[src/rtl/uart_rx_fifo_pkg.sv]
// Shared types and defaults for the UART receive FIFO.
package uart_rx_fifo_pkg;

  typedef struct packed {
    logic       err;
    logic [7:0] data;
  } rx_entry_t;

  localparam int unsigned RX_FIFO_DEPTH_DEFAULT = 16;

endpackage

[src/rtl/uart_rx_fifo_mem.sv]
// Simple dual-port register array: synchronous write, asynchronous read.
module uart_rx_fifo_mem #(
  parameter int unsigned Width = 9,
  parameter int unsigned Depth = 16
) (
  input  logic                     clk_i,
  input  logic                     we_i,
  input  logic [$clog2(Depth)-1:0] waddr_i,
  input  logic [Width-1:0]         wdata_i,
  input  logic [$clog2(Depth)-1:0] raddr_i,
  output logic [Width-1:0]         rdata_o
);

  logic [Width-1:0] mem_q [Depth];

  always_ff @(posedge clk_i) begin
    if (we_i) begin
      mem_q[waddr_i] <= wdata_i;
    end
  end

  assign rdata_o = mem_q[raddr_i];

endmodule

[src/rtl/uart_rx_fifo.sv]
// First-word-fall-through receive FIFO with sticky overrun and almost-full flag.
// Optional macro UART_RX_ERR_TAG_EN stores the framing-error tag with each byte.
module uart_rx_fifo
  import uart_rx_fifo_pkg::*;
#(
  parameter int unsigned DEPTH    = RX_FIFO_DEPTH_DEFAULT,
  parameter int unsigned DATA_W   = 8,
  parameter int unsigned AF_LEVEL = 12
) (
  input  logic                       clk,
  input  logic                       reset,
  input  logic                       wr_valid,
  input  logic [DATA_W-1:0]          wr_data,
  input  logic                       wr_err,
  input  logic                       rd_en,
  input  logic                       flush,
  input  logic                       overrun_clr,
  output logic [DATA_W-1:0]          rd_data,
  output logic                       rd_err,
  output logic                       empty,
  output logic                       full,
  output logic                       almost_full,
  output logic [$clog2(DEPTH+1)-1:0] count,
  output logic                       overrun
);

  localparam int unsigned PtrW = $clog2(DEPTH);
  localparam int unsigned CntW = $clog2(DEPTH + 1);
`ifdef UART_RX_ERR_TAG_EN
  localparam int unsigned EntryW = DATA_W + 1;
`else
  localparam int unsigned EntryW = DATA_W;
`endif

  logic [PtrW-1:0]   wr_ptr_q, wr_ptr_d, rd_ptr_q, rd_ptr_d;
  logic [CntW-1:0]   count_q, count_d;
  logic              overrun_q, overrun_d;
  logic              byte_ok, push, pop, drop;
  logic [EntryW-1:0] wr_entry, rd_entry;

`ifdef UART_RX_ERR_TAG_EN
  assign byte_ok  = 1'b1;
  assign wr_entry = {wr_err, wr_data};
  assign rd_err   = empty ? 1'b0 : rd_entry[DATA_W];
`else
  // Without tag storage, errored bytes are discarded at the door.
  assign byte_ok  = ~wr_err;
  assign wr_entry = wr_data;
  assign rd_err   = 1'b0;
`endif

  assign empty       = (count_q == '0);
  assign full        = (count_q == CntW'(DEPTH));
  assign almost_full = (count_q >= CntW'(AF_LEVEL));
  assign count       = count_q;
  assign overrun     = overrun_q;
  assign rd_data     = empty ? '0 : rd_entry[DATA_W-1:0];

  always_comb begin
    // A pop on a full FIFO frees the slot the concurrent push needs.
    push = wr_valid & byte_ok & (~full | rd_en) & ~flush;
    pop  = rd_en & ~empty & ~flush;
    drop = wr_valid & byte_ok & full & ~rd_en & ~flush;

    wr_ptr_d  = wr_ptr_q;
    rd_ptr_d  = rd_ptr_q;
    count_d   = count_q;
    overrun_d = drop ? 1'b1 : (overrun_clr ? 1'b0 : overrun_q);

    if (flush) begin
      wr_ptr_d = '0;
      rd_ptr_d = '0;
      count_d  = '0;
    end else begin
      if (push) wr_ptr_d = wr_ptr_q + PtrW'(1);
      if (pop)  rd_ptr_d = rd_ptr_q + PtrW'(1);
      unique case ({push, pop})
        2'b10:   count_d = count_q + CntW'(1);
        2'b01:   count_d = count_q - CntW'(1);
        default: count_d = count_q;
      endcase
    end
  end

  always_ff @(posedge clk) begin
    if (reset) begin
      wr_ptr_q  <= '0;
      rd_ptr_q  <= '0;
      count_q   <= '0;
      overrun_q <= 1'b0;
    end else begin
      wr_ptr_q  <= wr_ptr_d;
      rd_ptr_q  <= rd_ptr_d;
      count_q   <= count_d;
      overrun_q <= overrun_d;
    end
  end

  uart_rx_fifo_mem #(
    .Width (EntryW),
    .Depth (DEPTH)
  ) u_mem (
    .clk_i   (clk),
    .we_i    (push & ~reset),
    .waddr_i (wr_ptr_q),
    .wdata_i (wr_entry),
    .raddr_i (rd_ptr_q),
    .rdata_o (rd_entry)
  );

endmodule

[config.mk]
export PLATFORM = sky130hd
export DESIGN_NAME = uart_rx_fifo
export DESIGN_NICKNAME = d
export VERILOG_FILES = /design/src/rtl/uart_rx_fifo_pkg.sv /design/src/rtl/uart_rx_fifo_mem.sv /design/src/rtl/uart_rx_fifo.sv
export SDC_FILE = /design/constraint.sdc
export NUM_CORES = 1
export LEC_CHECK = 0
export ABC_AREA = 0
export CAP_MARGIN = 0
export CELL_PAD_IN_SITES_DETAIL_PLACEMENT = 1
export CELL_PAD_IN_SITES_GLOBAL_PLACEMENT = 2
export CORE_ASPECT_RATIO = 0.6
export CORE_MARGIN = 1.5
export CORE_UTILIZATION = 41
export CTS_CLUSTER_SIZE = 28
export DETAILED_ROUTE_END_ITERATION = 12
export HOLD_SLACK_MARGIN = 0.05
export PLACE_DENSITY_LB_ADDON = 0.1
export SYNTH_ARGS = -nofsm -noshare
export SYNTH_HDL_FRONTEND = slang
export SYNTH_SLANG_ARGS = --single-unit
export TNS_END_PERCENT = 5
[constraint.sdc]
create_clock -name clk -period 2.8 [get_ports clk]
set_clock_uncertainty 0.05 [all_clocks]
set_input_delay 0.42 -clock clk [delete_from_list [all_inputs] [get_ports clk]]
set_output_delay 0.42 -clock clk [all_outputs]
set_load 0.02 [all_outputs]
==> results of run 1 <==
-- path summary, 6_finish.rpt --
check	start	endpoint	slack, ns	cells after the start
worst max-delay path	flop	rd_data[1]	0.002	6
worst min-delay path	overrun	overrun	0.45	2
worst min register to register	overrun	overrun	0.45	2
worst max register to register	count[0]	count[4]	0.13	10
-- stage by stage --
step | TNS [ns] | cell area (sq um) | utilization, % | hold WS (ns)
floorplan | 0 | 5960 | - | 0.439
global placement | 0 | 6700 | 48.1 | 0.422
global route | -0.372 | 7290 | 52.4 | 0.502
CTS | -0.287 | 7290 | 52.4 | 0.461
detailed placement | -0.0106 | 6700 | 48.1 | 0.447
finish | 0 | 7290 | 52.4 | 0.453
-- power by group --
group	switching (W)	internal (W)
Combinational	0.0000664	0.0000438
Sequential	0.00000236	0.00237
Clock	0.000899	0.00133
-- cells in the mapped netlist --
| library cell | count | area (sq um) |
|---|---|---|
| or3_1 | 1 | 6.26 |
| a21oi_1 | 7 | 35.0 |
| xor2_1 | 4 | 35.0 |
| ha_1 | 9 | 113 |
| a211oi_1 | 17 | 128 |
| and2b_1 | 1 | 7.51 |
| nand4b_1 | 1 | 8.76 |
| nor4_1 | 1 | 6.26 |
| nand3b_1 | 2 | 15.0 |
| clkbuf_2 | 1 | 5.00 |
| o31ai_2 | 1 | 12.5 |
| inv_1 | 7 | 26.3 |
| nor2_1 | 20 | 75.1 |
| and3b_1 | 1 | 8.76 |
| buf_6 | 1 | 11.3 |
| o21ai_1 | 2 | 10.0 |
| conb_1 | 1 | 3.75 |
| dfxtp_1 | 18 | 360 |
| xnor2_1 | 3 | 26.3 |
| and3_1 | 14 | 87.6 |
| o31a_4 | 1 | 17.5 |
| nand2_1 | 4 | 15.0 |
| nand4_1 | 1 | 6.26 |
| nand3_1 | 4 | 20.0 |
| o311ai_1 | 1 | 8.76 |
| nor3b_1 | 3 | 22.5 |
| edfxtp_1 | 128 | 3840 |
| nor3_1 | 1 | 5.00 |
| buf_1 | 3 | 11.3 |
| fa_1 | 1 | 20.0 |
| or4_1 | 2 | 15.0 |
| clkbuf_1 | 4 | 15.0 |
| a21o_1 | 1 | 7.51 |
| buf_4 | 2 | 15.0 |
| or2_2 | 1 | 6.26 |
| mux4_2 | 32 | 721 |
| nand2b_1 | 2 | 12.5 |
| mux2i_1 | 11 | 110 |
| nor2b_1 | 9 | 56.3 |
| buf_2 | 7 | 35.0 |
-- logic make-up after synthesis --
family | Yosys count | synth area share, %
xor+xnor | 7 | 1.03
fa+ha+maj | 10 | 2.23
compound gates | 30 | 3.68
flops | 146 | 70.7
mux | 43 | 14.0
buf+inv | 25 | 2.00
simple gates | 68 | 6.29
other cells | 1 | 0.0631
-- flip-flops by register name (all words and copies together), names as in the netlist, named ones only --
signal / cells
count: 5
overrun: 1
rd_ptr_q: 4
u_mem.mem_q: 128
wr_ptr_q: 4
-- critical path: stages (launching register included) --
cell             delay (ns)
dfxtp_2                0.34
buf_12                 0.18
mux4_2                 0.50
nor2b_1                0.14
a211oi_1               0.30
a211oi_1               0.11
clkdlybuf4s15_1        0.33
-- cells in the final DEF, fill, tap and decap left out, drive strengths merged, types with 11 or more instances in the layout --
master / synthesis / layout
edfxtp: 128 / 128
clkdlybuf4s50: 0 / 22
buf: 13 / 30
mux4: 32 / 32
clkbuf: 5 / 21
inv: 7 / 12
and3: 14 / 14
a211oi: 17 / 17
mux2i: 11 / 11
nor2: 20 / 20
dfxtp: 18 / 18
-- area by class of cell --
cell class	count	area, sq um	share of cell area [%]
repair buffers	61	577	7.92
clock inverters	14	154	2.11
inverters	7	26.3	0.361
multi-input cells	159	1650	22.6
flip-flops and latches	146	4210	57.8
well taps	192	240	3.30
clock buffers	18	429	5.89
-- metal layers --
metal  vias up  track usage (%)  share of wire [%]
met4         0             4.52               0.72
met5         -                0                  0
met1      1677             28.3                 51
li1       1439                -                  -
met2        59             28.9                 45
met3         7             4.10                2.8
==> flow_summary.yaml, run 1 <==
outcome:
  outcome: "completed"
timing:
  fin_crit_sh_pct: 99.9
  setup_violations: 0
  hold_viol: 0
  rsz0062_at_grt: "yes"
  fmax_mhz: 357
  worst_pin_slew_ns: 0.784
  worst_slack_ns: 0.00180
  drv_slew: 0
  max-slew-margin-rel_pct: 47.7
  finalCriticalPeriod_ns: 2.80
power_and_ir_drop:
  ir_worst_vdd_uv: 398
  leakage_nw: 2.39
  p_per_area_mw_per_mm2: 645
  fin_total_pwr_w: 0.00470
clock_network:
  root_buffer: "clkbuf_16"
  clk_pin_slew_ns: 0.06
  clk_latency_ns: 0.41
  clockBufferDepth: 2
  cts_resized: 16
  htree_num_levels: 4
  cts_tree: "built"
  postCtsSetupRepairBufs: 0
  hold_buffers: 0
  cts_buffers: 17
  clock_sinks: 146
yosys:
  ys_seq_area_share_pct: 70.7
  ys_ff_latch: 146
  synth_fp_nets: 355
  postSynthCellCount: 330
  postSynthAreaPerCell_sq_um: 18.0
  ys_warn_count: 0
  netlist_area_sq_mm: 0.00594
  synth.distinct_cells: 40
placement:
  port_buffers: 31
  dp.cells: 565
  place.gp.congestion: 0.727
  pre_cts_ws_ns: -0.0106
  dp_hpwl_um: 8560
critical_path:
  endpoint_kind: "primary output"
  cp-start-kind: "flop"
  critPathMaxFanout: 18
  critPathArrivalTime_ns: 2.33
  crit_type: "flop to primary output"
  cp.required_ns: 2.33
route:
  via_per_inst: 5.33
  num_vias: 3182
  routedWlPerCell_um: 22.2
  ant_nets: 0
  drcViolationCount: 0
  drt-pass1-iter-count: 4
  drt_iter0_drc: 162
  wl_um: 13300
finish:
  diodes: 0
  fill_cells: 1326
  drive_above_1_share_pct: 26.7
  layout.nets: 417
  stdcell_count: 597
  area_delta_synth_final_pct: 22.6
die:
  num_io_pins: 33
  coreArea_sq_mm: 0.0139
  die_w_um: 158
  design.die.area_sq_mm: 0.0153
  start_util_pct: 42.7
  core.rowCount: 33
  die_height_um: 96.3
global_route:
  grt_first_pass_wirelength_um: 20500
  first_global_vias: 3386
  track_usage_pct: 19.1
  grt_max_degree: 25
  gr-total-overflow: 0
  antenna_found_initial: 0
flow_run:
  drv_cap: 0
min_path:
  min_path_type: "flop to flop"
(Power assumes the default switching activity.)
==> inputs of run 2 (changes only) <==
--- a/config.mk
+++ b/config.mk
@@ -7,15 +7,13 @@
 export LEC_CHECK = 0
 export ABC_AREA = 0
 export CAP_MARGIN = 0
-export CELL_PAD_IN_SITES_DETAIL_PLACEMENT = 1
-export CELL_PAD_IN_SITES_GLOBAL_PLACEMENT = 2
 export CORE_ASPECT_RATIO = 0.6
 export CORE_MARGIN = 1.5
-export CORE_UTILIZATION = 41
+export CORE_UTILIZATION = 53
 export CTS_CLUSTER_SIZE = 28
 export DETAILED_ROUTE_END_ITERATION = 12
 export HOLD_SLACK_MARGIN = 0.05
-export PLACE_DENSITY_LB_ADDON = 0.1
+export PLACE_DENSITY = 0.75
 export SYNTH_ARGS = -nofsm -noshare
 export SYNTH_HDL_FRONTEND = slang
 export SYNTH_SLANG_ARGS = --single-unit
==> flow_summary.yaml, run 2 (synthesized netlist as in run 1, its figures left out) <==
outcome:
  outcome: "finished with violations"
  violations: "design-rule violations"
clock_network:
  htree_num_levels: 4
  clock_sinks: 146
  clockBufferDepth: 2
  postCtsSetupRepairBufs: 0
  clk_pin_slew_ns: 0.06
  clk_latency_ns: 0.41
  root_buffer: "clkbuf_16"
  cts_tree: "built"
  cts_buffers: 17
die:
  design.die.area_sq_mm: 0.0119
  start_util_pct: 55.3
  num_io_pins: 33
  die_w_um: 140
  coreArea_sq_mm: 0.0107
  core.rowCount: 29
  die_height_um: 85.0
critical_path:
  ff2ff_setup_slack_ns: 0.18
  max_stage_delay_ns: 0.54
  cp.required_ns: 2.33
  rr_endpoint: "count[4]"
  endpoint_kind: "primary output"
  critPathMaxFanout: 10
  cp-start-kind: "flop"
  r2r-start: "count[0]"
  worstRegToRegCells: 10
  crit_type: "flop to primary output"
  crit_end: "rd_data[7]"
  cp_cell_sequence: "buf_8 > mux4_2 > a211oi_2 > a211oi_1 > clkdlybuf4s15_1"
  slowest_stage: "mux4_2"
  critPathArrivalTime_ns: 2.29
route:
  drt_iter0_drc: 290
  via_per_inst: 5.80
  drcViolationCount: 2
  drt-pass1-iter-count: 9
  routedWlPerCell_um: 21.2
  ant_nets: 0
  num_vias: 3122
  wl_um: 11400
finish:
  diodes: 0
  area_delta_synth_final_pct: 20.7
  design_area_sq_mm: 0.00718
  largest_reg_flops: 128
  layout.nets: 412
  drive_above_1_share_pct: 24.8
  final_common_cell: "edfxtp_1"
  layout_common_cells: "128 x edfxtp_1, 32 x mux4_2, 23 x clkdlybuf4s50_1"
  max_flop_register: "u_mem.mem_q"
  fill_cells: 729
global_route:
  antenna_found_initial: 0
  grt_first_pass_wirelength_um: 17800
  gr-total-overflow: 0
  track_usage_pct: 21.1
  grt_max_degree: 33
  first_global_vias: 3177
timing:
  setup_violations: 0
  worst_pin_slew_ns: 0.728
  fin_crit_sh_pct: 98.7
  drv_slew: 0
  rsz0062_at_grt: "yes"
  fmax_mhz: 362
  finalCriticalPeriod_ns: 2.76
  max-slew-margin-rel_pct: 51.4
  hold_viol: 0
  fin_hold_ws_ns: 0.434
power_and_ir_drop:
  fin_total_pwr_w: 0.00467
  p_per_area_mw_per_mm2: 651
  ir_worst_vdd_uv: 421
  leakage_nw: 2.37
placement:
  port_buffers: 31
  place_area_sq_mm: 0.00658
  dp_hpwl_um: 7080
  place.gp.congestion: 0.876
flow_run:
  drv_cap: 0
min_path:
  min_path_type: "flop to flop"
==> run 2: cell count changes in the layout (fill, tap and decap cells not counted), sizes merged <==
| cell | delta |
|---|---|
| buf | -5 |
| inv | -5 |
| clkinv | +2 |
| bufinv | +1 |
| clkbuf | +1 |
| clkdlybuf4s50 | +1 |
| clkinvlp | -1 |
==> run 2: per-layer routing <==
layer | track usage, % | part of all wire (%) | vias to the layer above
li1 | - | - | 1427
met1 | 29.8 | 45 | 1566
met2 | 32.7 | 47 | 117
met3 | 5.08 | 6.5 | 12
met4 | 8.04 | 1.2 | 0
met5 | 0 | 0 | -
==> run 2: where the power goes <==
group          switching (W)  total, W  internal [W]
registers         0.00000165   0.00237       0.00237
logic              0.0000624  0.000105     0.0000426
clock network       0.000812   0.00220       0.00139
==> run 2: timing repair <==
action | CTS | global route
setup endpoints to repair | 8 | 9
hold buffers | 0 | 0
resized for setup | 17 | 10
==> run 2: per-stage QoR <==
| stage | worst slack, ns | utilization, % | std cells | setup TNS [ns] |
|---|---|---|---|---|
| 3_3_place_gp | 0.0501 | 61.3 | 507 | 0 |
| 4_1_cts | -0.0417 | 66.8 | 538 | -0.112 |
| 5_1_grt | -0.0265 | 66.8 | 538 | -0.0571 |
| 2_1_floorplan | 0.0103 | - | 330 | 0 |
| 3_5_place_dp | -0.0463 | 61.3 | 507 | -0.0463 |
| 6_report | 0.0374 | 66.8 | 538 | 0 |
==> run 2: worst max-delay path: cells and delay by family (launching register included) <==
| kind | cells | cell delay, ns |
|---|---|---|
| flip-flops | 1 | 0.39 |
| multiplexers | 1 | 0.54 |
| AO/OA/AOI/OAI | 2 | 0.43 |
| buffers and inverters | 2 | 0.52 |
==> run 2: layout make-up <==
class                           instances  area, sq um  share of cell area [%]
Timing Repair Buffer                   56          532                    7.41
Tap cell                              139          174                    2.42
Inverter                                7         26.3                   0.366
Multi-Input combinational cell        159         1660                    23.1
Sequential cell                       146         4210                    58.7
Clock buffer                           20          437                    6.08
Clock inverter                         11          139                    1.94
==> run 2: worst min-delay path by stage <==
stage	cells after the start	end	slack, ns	start
after floorplan	1	overrun	0.44	reset
after global placement	2	overrun	0.42	overrun
after detailed placement	2	overrun	0.43	overrun
after CTS	2	overrun	0.44	overrun
after global routing	2	overrun	0.48	overrun
final	2	overrun	0.43	overrun
==> inputs of run 3 (changes only) <==
--- a/config.mk
+++ b/config.mk
@@ -12,8 +12,9 @@
 export CORE_UTILIZATION = 53
 export CTS_CLUSTER_SIZE = 28
 export DETAILED_ROUTE_END_ITERATION = 12
-export HOLD_SLACK_MARGIN = 0.05
+export HOLD_SLACK_MARGIN = 0.1
 export PLACE_DENSITY = 0.75
+export SKIP_LAST_GASP = 1
 export SYNTH_ARGS = -nofsm -noshare
 export SYNTH_HDL_FRONTEND = slang
 export SYNTH_SLANG_ARGS = --single-unit
==> flow_summary.yaml, run 3 (synthesized netlist as in run 1, its figures left out) <==
power_and_ir_drop:
  fin_total_pwr_w: 0.00467
  leakage_nw: 2.41
  ir_worst_vdd_uv: 422
  p_per_area_mw_per_mm2: 652
timing:
  worst_slack_ns: -0.154
  rsz0062_at_grt: "yes"
  worst_pin_slew_ns: 0.744
  drv_slew: 0
  fin_crit_sh_pct: 106
  hold_viol: 0
  finalCriticalPeriod_ns: 2.95
  fmax_mhz: 339
  fin_setup_tns_ns: -0.408
  max-slew-margin-rel_pct: 50.3
  setup_violations: 5
finish:
  design_area_sq_mm: 0.00717
  max_flop_register: "u_mem.mem_q"
  final_common_cell: "edfxtp_1"
  diodes: 0
  drive_above_1_share_pct: 23.3
  largest_reg_flops: 128
  layout.nets: 412
  layout_common_cells: "128 x edfxtp_1, 32 x mux4_2, 25 x clkdlybuf4s50_1"
  area_delta_synth_final_pct: 20.5
route:
  drt-pass1-iter-count: 8
  num_vias: 3105
  ant_nets: 0
  via_per_inst: 5.77
  drcViolationCount: 2
  drt_iter0_drc: 266
  wl_um: 11500
  routedWlPerCell_um: 21.4
die:
  die_w_um: 140
  core.rowCount: 29
  coreArea_sq_mm: 0.0107
  die_height_um: 85.0
  start_util_pct: 55.3
  num_io_pins: 33
  design.die.area_sq_mm: 0.0119
clock_network:
  hold_buffers: 0
  clk_pin_slew_ns: 0.05
  postCtsSetupRepairBufs: 0
  clock_sinks: 146
  clockBufferDepth: 2
  root_buffer: "clkbuf_16"
  cts_tree: "built"
  cts_buffers: 17
  htree_num_levels: 4
  cts_resized: 6
  clk_latency_ns: 0.41
outcome:
  outcome: "finished with violations"
  violations: "design-rule violations, negative setup slack"
critical_path:
  cpMostUsedCell: "a211oi_1"
  r2r-start: "count[0]"
  crit_type: "flop to primary output"
  critPathMaxFanout: 6
  max_stage_delay_ns: 0.58
  cp_cell_sequence: "buf_12 > mux4_2 > nor2b_1 > a211oi_1 > a211oi_1 > clkdlybuf4s50_1"
  rr_endpoint: "count[4]"
  cp_num_buf_inv: 2
  worstRegToRegCells: 10
  slowest_stage: "clkdlybuf4s50_1"
  cp-start-kind: "flop"
  ff2ff_setup_slack_ns: 0.07
  critPathArrivalTime_ns: 2.48
  critPathTopFamily: "buffers and inverters"
  cp.required_ns: 2.33
  endpoint_kind: "primary output"
global_route:
  grt_first_pass_wirelength_um: 17900
  first_global_vias: 3170
  track_usage_pct: 21.3
  antenna_found_initial: 0
  gr-total-overflow: 0
  grt_max_degree: 33
min_path:
  min_from: "overrun"
  min_path_type: "flop to flop"
  whs_path_depth: 2
  whs_endpoint: "overrun"
placement:
  place.gp.congestion: 0.876
  port_buffers: 31
  place_area_sq_mm: 0.00658
  dp_hpwl_um: 7080
flow_run:
  drv_cap: 0
[run 3: changes by cell type in the layout (fill, tap and decap cells not counted), moves of 2 or more]
cell	previous run	this run
dlygate4sd2_1	1	4
clkdlybuf4s50_1	23	25
clkdlybuf4s15_1	5	0
dlymetal6s2s_1	0	2
a211oi_1	14	16
clkbuf_2	2	0
a211oi_2	3	1
[run 3: how the worst max path moves through the flow]
stage | from | end | slack [ns] | cells after the start
5_1_grt | flop | rd_data[4] | -0.27 | 5
3_3_place_gp | rd_en | count[4] | 0.05 | 10
4_1_cts | flop | rd_data[5] | -0.27 | 6
3_5_place_dp | rd_en | count[4] | -0.05 | 10
6_report | flop | rd_data[4] | -0.15 | 6
2_1_floorplan | count[0] | count[4] | 0.01 | 11
[run 3: stage by stage]
step | hold slack [ns] | setup WS, ns | cells | utilization (%)
2_1_floorplan | 0.439 | 0.0103 | 330 | -
3_5_place_dp | 0.433 | -0.0463 | 507 | 61.3
5_1_grt | 0.481 | -0.267 | 538 | 66.7
6_report | 0.434 | -0.154 | 538 | 66.7
4_1_cts | 0.443 | -0.273 | 538 | 66.7
3_3_place_gp | 0.416 | 0.0501 | 507 | 61.3
[run 3: layout make-up]
cell class | instances | area [sq um]
tap | 139 | 174
sequential | 146 | 4210
clock inverter | 11 | 139
inverter | 7 | 26.3
timing repair buffer | 56 | 539
fill | 735 | 3570
clock buffer | 20 | 437
multi-input combinational | 159 | 1640
[run 3: where the power goes]
part           switching [W]  internal, W  leakage (nW)
logic              0.0000618    0.0000425         0.844
registers         0.00000166      0.00237          1.30
clock network       0.000812      0.00139         0.271
[run 3: metal layers]
| layer | share of wire (%) | global-route usage, % |
|---|---|---|
| met5 | 0 | 0 |
| met4 | 1.1 | 8.33 |
| met3 | 7.5 | 4.85 |
| met2 | 47 | 33.0 |
| met1 | 44 | 29.9 |
[run 3: worst min-delay path, stage by stage, from the launching register on]
cell,delay (ns)
dfxtp_1,0.31
nand2b_1,0.06
a21oi_1,0.06
